--- src/rtl/frame_draw_scheduler_pkg.sv ---
// frame_draw_scheduler_pkg: shared screen geometry, FSM state encoding and draw-phase select
package frame_draw_scheduler_pkg;

    localparam int SCREEN_W = 160;
    localparam int SCREEN_H = 120;
    localparam int X_W      = 8;
    localparam int Y_W      = 7;
    localparam int COLOR_W  = 3;

    typedef logic [2:0] state_t;

    localparam logic [2:0] S_IDLE      = 3'd0;
    localparam logic [2:0] S_CLR_LOAD  = 3'd1;
    localparam logic [2:0] S_CLR_RUN   = 3'd2;
    localparam logic [2:0] S_BIRD_LOAD = 3'd3;
    localparam logic [2:0] S_BIRD_RUN  = 3'd4;
    localparam logic [2:0] S_PIPE_LOAD = 3'd5;
    localparam logic [2:0] S_PIPE_RUN  = 3'd6;
    localparam logic [2:0] S_UPDATE    = 3'd7;

    typedef enum logic [1:0] {PH_NONE, PH_CLR, PH_BIRD, PH_PIPE} phase_e;

    // Only RUN states own the plot port; everything else maps to PH_NONE.
    function automatic phase_e phase_of(input state_t s);
        return s == S_CLR_RUN  ? PH_CLR  :
               s == S_BIRD_RUN ? PH_BIRD :
               s == S_PIPE_RUN ? PH_PIPE : PH_NONE;
    endfunction

endpackage

--- src/rtl/frame_draw_scheduler_draw_port_mux.sv ---
// frame_draw_scheduler_draw_port_mux: registered 3:1 pixel mux feeding the VGA plot port
module frame_draw_scheduler_draw_port_mux
    import frame_draw_scheduler_pkg::*;
(
    input  logic               clk,
    input  logic               rst_ni,
    input  phase_e             sel_i,
    input  logic [X_W-1:0]     clr_x_i,
    input  logic [Y_W-1:0]     clr_y_i,
    input  logic [COLOR_W-1:0] clr_c_i,
    input  logic [X_W-1:0]     bird_x_i,
    input  logic [Y_W-1:0]     bird_y_i,
    input  logic [COLOR_W-1:0] bird_c_i,
    input  logic [X_W-1:0]     pipe_x_i,
    input  logic [Y_W-1:0]     pipe_y_i,
    input  logic [COLOR_W-1:0] pipe_c_i,
    output logic [X_W-1:0]     x_o,
    output logic [Y_W-1:0]     y_o,
    output logic [COLOR_W-1:0] c_o,
    output logic               plot_o
);

    logic [X_W-1:0]     x_d, x_q;
    logic [Y_W-1:0]     y_d, y_q;
    logic [COLOR_W-1:0] c_d, c_q;
    logic               plot_q;

    // Pick the active engine's pixel; clear engine is the fallback path.
    always_comb begin
        x_d = sel_i == PH_BIRD ? bird_x_i : sel_i == PH_PIPE ? pipe_x_i : clr_x_i;
        y_d = sel_i == PH_BIRD ? bird_y_i : sel_i == PH_PIPE ? pipe_y_i : clr_y_i;
        c_d = sel_i == PH_BIRD ? bird_c_i : sel_i == PH_PIPE ? pipe_c_i : clr_c_i;
    end

    // Capture the pixel while a phase is selected; coordinates hold otherwise.
    always_ff @(posedge clk or negedge rst_ni) begin
        if (!rst_ni) begin
            x_q    <= '0;
            y_q    <= '0;
            c_q    <= '0;
            plot_q <= 1'b0;
        end else begin
            plot_q <= sel_i != PH_NONE;
            if (sel_i != PH_NONE) begin
                x_q <= x_d;
                y_q <= y_d;
                c_q <= c_d;
            end
        end
    end

    assign x_o    = x_q;
    assign y_o    = y_q;
    assign c_o    = c_q;
    assign plot_o = plot_q;

endmodule

--- src/rtl/frame_draw_scheduler.sv ---
// frame_draw_scheduler: per-frame sequencer of clear/bird/pipe engines onto one VGA plot port
module frame_draw_scheduler
    import frame_draw_scheduler_pkg::*;
#(
    parameter logic [COLOR_W-1:0] BG_COLOR       = 3'b000,
    parameter logic [15:0]        TIMEOUT_CYCLES = 16'd24000
) (
    input  logic               clk,
    input  logic               resetLow,
    input  logic               frameTick,
    input  logic [1:0]         drawEnable,
    output logic               clearLoad,
    output logic [COLOR_W-1:0] clearColor,
    input  logic [X_W-1:0]     clearX,
    input  logic [Y_W-1:0]     clearY,
    input  logic [COLOR_W-1:0] clearPix,
    input  logic               clearDone,
    output logic               birdLoad,
    input  logic [X_W-1:0]     birdX,
    input  logic [Y_W-1:0]     birdY,
    input  logic [COLOR_W-1:0] birdPix,
    input  logic               birdDone,
    output logic               pipeLoad,
    input  logic [X_W-1:0]     pipeX,
    input  logic [Y_W-1:0]     pipeY,
    input  logic [COLOR_W-1:0] pipePix,
    input  logic               pipeDone,
    output logic [X_W-1:0]     vgaX,
    output logic [Y_W-1:0]     vgaY,
    output logic [COLOR_W-1:0] vgaColor,
    output logic               vgaPlot,
    output logic               gameUpdate,
    output logic               busy,
    output logic               frameOverrun,
    output logic               phaseTimeout
);

    state_t      state_q, state_d, next_phase;
    phase_e      ph;
    logic [15:0] wd_q, wd_d;
    logic        done_sel, wd_exp, run;
    logic        clr_ld_q, bird_ld_q, pipe_ld_q, upd_q, ovr_q, tmo_q;

    // Decode the running phase, its done flag, the watchdog limit and the phase that follows.
    always_comb begin
        ph         = phase_of(state_q);
        run        = ph != PH_NONE;
        done_sel   = ph == PH_CLR ? clearDone : ph == PH_BIRD ? birdDone : ph == PH_PIPE && pipeDone;
        wd_exp     = wd_q >= TIMEOUT_CYCLES - 16'd1;
        next_phase = ph == PH_CLR  ? (drawEnable[0] ? S_BIRD_LOAD : drawEnable[1] ? S_PIPE_LOAD : S_UPDATE) :
                     ph == PH_BIRD ? (drawEnable[1] ? S_PIPE_LOAD : S_UPDATE) : S_UPDATE;
        wd_d       = run ? (wd_q == 16'hFFFF ? wd_q : wd_q + 16'd1) : 16'd0;
    end

    // Next-state logic; the default arm covers the three RUN states.
    always_comb begin
        state_d = state_q;
        case (state_q)
            S_IDLE:      state_d = frameTick ? S_CLR_LOAD : S_IDLE;
            S_CLR_LOAD:  state_d = S_CLR_RUN;
            S_BIRD_LOAD: state_d = S_BIRD_RUN;
            S_PIPE_LOAD: state_d = S_PIPE_RUN;
            S_UPDATE:    state_d = S_IDLE;
            default:     state_d = (done_sel || wd_exp) ? next_phase : state_q;
        endcase
    end

    // State, watchdog, next-state-decoded strobes and sticky error flags.
    always_ff @(posedge clk or negedge resetLow) begin
        if (!resetLow) begin
            state_q   <= S_IDLE;
            wd_q      <= '0;
            clr_ld_q  <= 1'b0;
            bird_ld_q <= 1'b0;
            pipe_ld_q <= 1'b0;
            upd_q     <= 1'b0;
            ovr_q     <= 1'b0;
            tmo_q     <= 1'b0;
        end else begin
            state_q   <= state_d;
            wd_q      <= wd_d;
            clr_ld_q  <= state_d == S_CLR_LOAD;
            bird_ld_q <= state_d == S_BIRD_LOAD;
            pipe_ld_q <= state_d == S_PIPE_LOAD;
            upd_q     <= state_d == S_UPDATE;
            ovr_q     <= ovr_q | (frameTick && state_q != S_IDLE);
            tmo_q     <= tmo_q | (run && !done_sel && wd_exp);
        end
    end

    frame_draw_scheduler_draw_port_mux u_mux (
        .clk      (clk),
        .rst_ni   (resetLow),
        .sel_i    (phase_of(state_d)),
        .clr_x_i  (clearX),
        .clr_y_i  (clearY),
        .clr_c_i  (clearPix),
        .bird_x_i (birdX),
        .bird_y_i (birdY),
        .bird_c_i (birdPix),
        .pipe_x_i (pipeX),
        .pipe_y_i (pipeY),
        .pipe_c_i (pipePix),
        .x_o      (vgaX),
        .y_o      (vgaY),
        .c_o      (vgaColor),
        .plot_o   (vgaPlot)
    );

    assign clearLoad    = clr_ld_q;
    assign birdLoad     = bird_ld_q;
    assign pipeLoad     = pipe_ld_q;
    assign gameUpdate   = upd_q;
    assign frameOverrun = ovr_q;
    assign phaseTimeout = tmo_q;
    assign busy         = state_q != S_IDLE;
    assign clearColor   = BG_COLOR;

endmodule

--- config.mk ---
export PLATFORM = sky130hd
export DESIGN_NAME = frame_draw_scheduler
export DESIGN_NICKNAME = d
export VERILOG_FILES = /design/src/rtl/frame_draw_scheduler_pkg.sv /design/src/rtl/frame_draw_scheduler_draw_port_mux.sv /design/src/rtl/frame_draw_scheduler.sv
export SDC_FILE = /design/constraint.sdc
export NUM_CORES = 1
export LEC_CHECK = 0
export ABC_AREA = 1
export BUFFER_PORTS_ARGS = -buffer_cell sky130_fd_sc_hd__buf_2
export CAP_MARGIN = 5
export CORE_MARGIN = 2
export CORE_UTILIZATION = 50
export CTS_BUF_LIST = sky130_fd_sc_hd__clkbuf_16
export DETAILED_ROUTE_END_ITERATION = 7
export PLACE_DENSITY = 0.82
export SLEW_MARGIN = 10
export SYNTH_ARGS = -nofsm -noshare
export SYNTH_HDL_FRONTEND = slang
export SYNTH_HIERARCHICAL = 1
export SYNTH_SLANG_ARGS = --single-unit
export TNS_END_PERCENT = 100
--- constraint.sdc ---
create_clock -name clk -period 2.4 [get_ports clk]
set_input_delay 0 -clock clk [delete_from_list [all_inputs] [get_ports clk]]
set_output_delay 0 -clock clk [all_outputs]
set_load 0.005 [all_outputs]
==> results.ini <==
[critical_path]
regToRegSetupSlack_ns = 0.16
crit_family = simple AND/OR/NAND/NOR gates
worstSetupPathType = reg2reg
crit_chain = ha_2 > nand2_1 > nor2_4 > nand2_1 > nand2_1 > nand2_1 > nand3_4 > nand3_1 > nand2_2 > inv_1 > nor2_2 > buf_6 > clkbuf_16 > a21oi_1 > nor2_1 > nor2_1
slowest_delay_ns = 0.39
cp.arrival_ns = 2.42
slowest_stage = dfrtp_1
start_kind = flop
required_ns = 2.58
rr_startpoint = wd_q[0]
cp_max_fo = 18
critPathCaptureType = flop
crit_path_frequent_cell = nand2_1
r2r-end = u_mux/y_o[3]
crit_buf_inv = 3
reg2reg_depth = 16

[drt]
via_per_inst = 4.77
topRoutingLayerUsed = met4
post_drt_wl_per_cell_um = 11.6
wl_met1_um = 2540
first_pass_iters = 4
drc = 0
routed_wl_um = 6050
ant_nets = 0
drtIter0Drc = 101
vias = 2489
wl_met2_um = 3030
wl_met3_um = 386

[place]
place_area_mm2 = 0.00308
hpwlAfterDp_um = 4350
place_ws_ns = 0.0908
gp_congestion = 0.892
dpl.cell_count = 510
port_buffers = 87

[min_path]
worstHoldEndpoint = u_mux/x_o[0]
hold_path_class = in2reg
min-delay-start = clearX[0]
hold_depth = 5

[pwr]
internal_power_mw = 2.59
swShare = 0.447
power_frac_clock = 0.170
leakage_nw = 1.84
seqPwrFrac = 0.252
p_sw_mw = 2.10
peakVddDrop_v = 0.000790
finalPower_mw = 4.69
combPwrFrac = 0.578
power_density_mw_per_mm2 = 1410

[logic_synthesis]
synth_cell_types = 31
ys_seq_elements = 44
yosys_warnings = 6
synth_most_common_cell = nand2_1
synth_top_area_frac = 0.420
synth_cells = 364
async_reset_ff_frac = 1.00
synth_top_cell_by_area = dfrtp_1
synth_commonest_cells = nand2_1 (82), nor2_1 (71), inv_1 (47)
syn_area_mm2 = 0.00262
avgSynthCellArea_um2 = 7.20
synth_area_leaders = dfrtp_1 (42%), nand2_1 (12%), nor2_1 (10%), inv_1 (6.7%), nand3_1 (5.9%)
synthFlopType = dfrtp_1
synth_edf_count = 0
synth_sequential_area_ratio = 0.420

[job]
maxCapViolCount = 0

[clock_tree]
cts_tree = built
cts_buffer_depth = 2
cts_buffers = 5
root_buffer = clkbuf_16
clk_pin_slew_worst_paths_ns = 0.07
clk_latency_ns = 0.29
htree_levels = 2
cts.sinks = 44

[global_route]
grt_start_max_net_pins = 45
grt_pass1_vias = 2431
grt_pass1_wl_um = 10100
grt-ovfl-total = 0
antenna_found_initial = 0
grt_usage = 0.210

[timing]
fin_crit_sh = 0.933
finalHoldViolations = 0
setup_violations = 0
period_minus_slack_ns = 2.24
slew_viol_final = 0
fin_skew_ns = 0.00700
holdWs_ns = 0.0224
tightest_slew_ns = 0.960
max_slew_margin = 0.360
finalWorstSetupSlack_ns = 0.161
fmax_mhz = 447

[floorplan]
rows = 26
io_pins = 91
die_area_mm2 = 0.00584
core_mm2 = 0.00507
initial_core_util = 0.517
die-height_um = 76.4
fp.dieW_um = 76.4

[layout]
final_nets = 514
drive_gt1_frac = 0.283
layout.cells.non_filler = 522
antenna_cells = 0
fin_area_mm2 = 0.00333
syn_to_final_growth_pct = 27.1

[run_status]
status = finished, final reports clean

[timing repair]
item,4_1_cts,5_1_grt
hold endpoints to repair,46,0
endpoints found under the setup margin,0,19
resized for setup,0,10
hold buffers,2,0
setup buffers,0,1
[cell type report]
class | count | area [um^2]
Tap cell | 70 | 87.6
Multi-Input combinational cell | 254 | 1230
Fill cell | 455 | 1740
Clock buffer | 5 | 125
Sequential cell | 44 | 1100
Timing Repair Buffer | 95 | 547
Inverter | 51 | 194
Clock inverter | 3 | 50.0
[power by group through the flow]
| stage | Clock (mW) | Combinational [mW] | Sequential [mW] |
|---|---|---|---|
| 2_1_floorplan | 0 | 1.93 | 1.17 |
| 3_3_place_gp | 0 | 2.39 | 1.18 |
| 3_5_place_dp | 0 | 2.47 | 1.18 |
| 4_1_cts | 0.816 | 2.47 | 1.18 |
| 5_1_grt | 0.838 | 3.07 | 1.21 |
| 6_report | 0.799 | 2.71 | 1.18 |
[per-stage QoR]
step | utilization | setup TNS, ns
after global placement | 0.607 | 0
after global routing | 0.657 | -0.250
final | 0.657 | 0
after detailed placement | 0.607 | 0
after floorplan | - | 0
after CTS | 0.645 | 0
[cells in the final DEF, fill, tap and decap left out, types with 2 or more instances in the layout]
cell and count:
nor3_2 3, nand4_1 2, inv_1 47, nor3_1 4, buf_4 2, xor2_1 8
nand2_1 81, clkbuf_16 6, nor2_2 8, inv_2 3, conb_1 3, nand2_2 4
a21oi_1 19, buf_2 87, dfrtp_1 44, dlygate4sd3_1 2, nand3_1 31, buf_12 2
nor2_1 69, o21ai_0 8, xnor2_1 3
[layer usage]
metal  up-vias  global-route usage
met4         0              0.0727
met2        91               0.379
met3         8              0.0498
met5         -                   0
met1      1106               0.244
li1       1284                   -
[state kept, by name, summed over array words and instances, names as in the netlist]
signal / count
clearLoad: 1
u_mux/c_o: 3
wd_q: 16
phaseTimeout: 1
state_q: 3
frameOverrun: 1
gameUpdate: 1
birdLoad: 1
pipeLoad: 1
u_mux/y_o: 7
u_mux/plot_o: 1
u_mux/x_o: 8
[worst reg2reg max path: stages (launching register included)]
cell and delay (ns):
dfrtp_1 0.39, ha_2 0.21, nand2_1 0.10, nor2_4 0.15, nand2_1 0.07, nand2_1 0.08, nand2_1 0.10, nand3_4 0.10
nand3_1 0.09, nand2_2 0.09, inv_1 0.07, nor2_2 0.13, buf_6 0.15, clkbuf_16 0.17, a21oi_1 0.07, nor2_1 0.11
nor2_1 0.06
[worst max-delay path by stage]
stage            start            to  slack [ns]  cells past startpoint
4_1_cts        wd_q[0]  u_mux/c_o[1]        0.03                     14
2_1_floorplan  wd_q[0]  u_mux/c_o[0]        0.24                     17
3_5_place_dp   wd_q[0]  u_mux/x_o[6]        0.09                     14
5_1_grt        wd_q[0]  u_mux/y_o[3]       -0.04                     16
6_report       wd_q[0]  u_mux/y_o[3]        0.16                     16
3_3_place_gp   wd_q[0]  u_mux/x_o[0]        0.16                     14
[kinds of logic (layout without fill, tap and decap cells)]
logic type	Yosys count	in the layout	synth area share
other	1	3	0.00143
buffers and inverters	68	154	0.119
adders and majority gates	1	1	0.00477
DFF	44	44	0.420
AOI/OAI and AO/OA	32	32	0.0687
and+or+nand+nor	207	207	0.349
xor gates and xnor gates	11	11	0.0368
No activity file was read; power rests on OpenSTA's default activity.
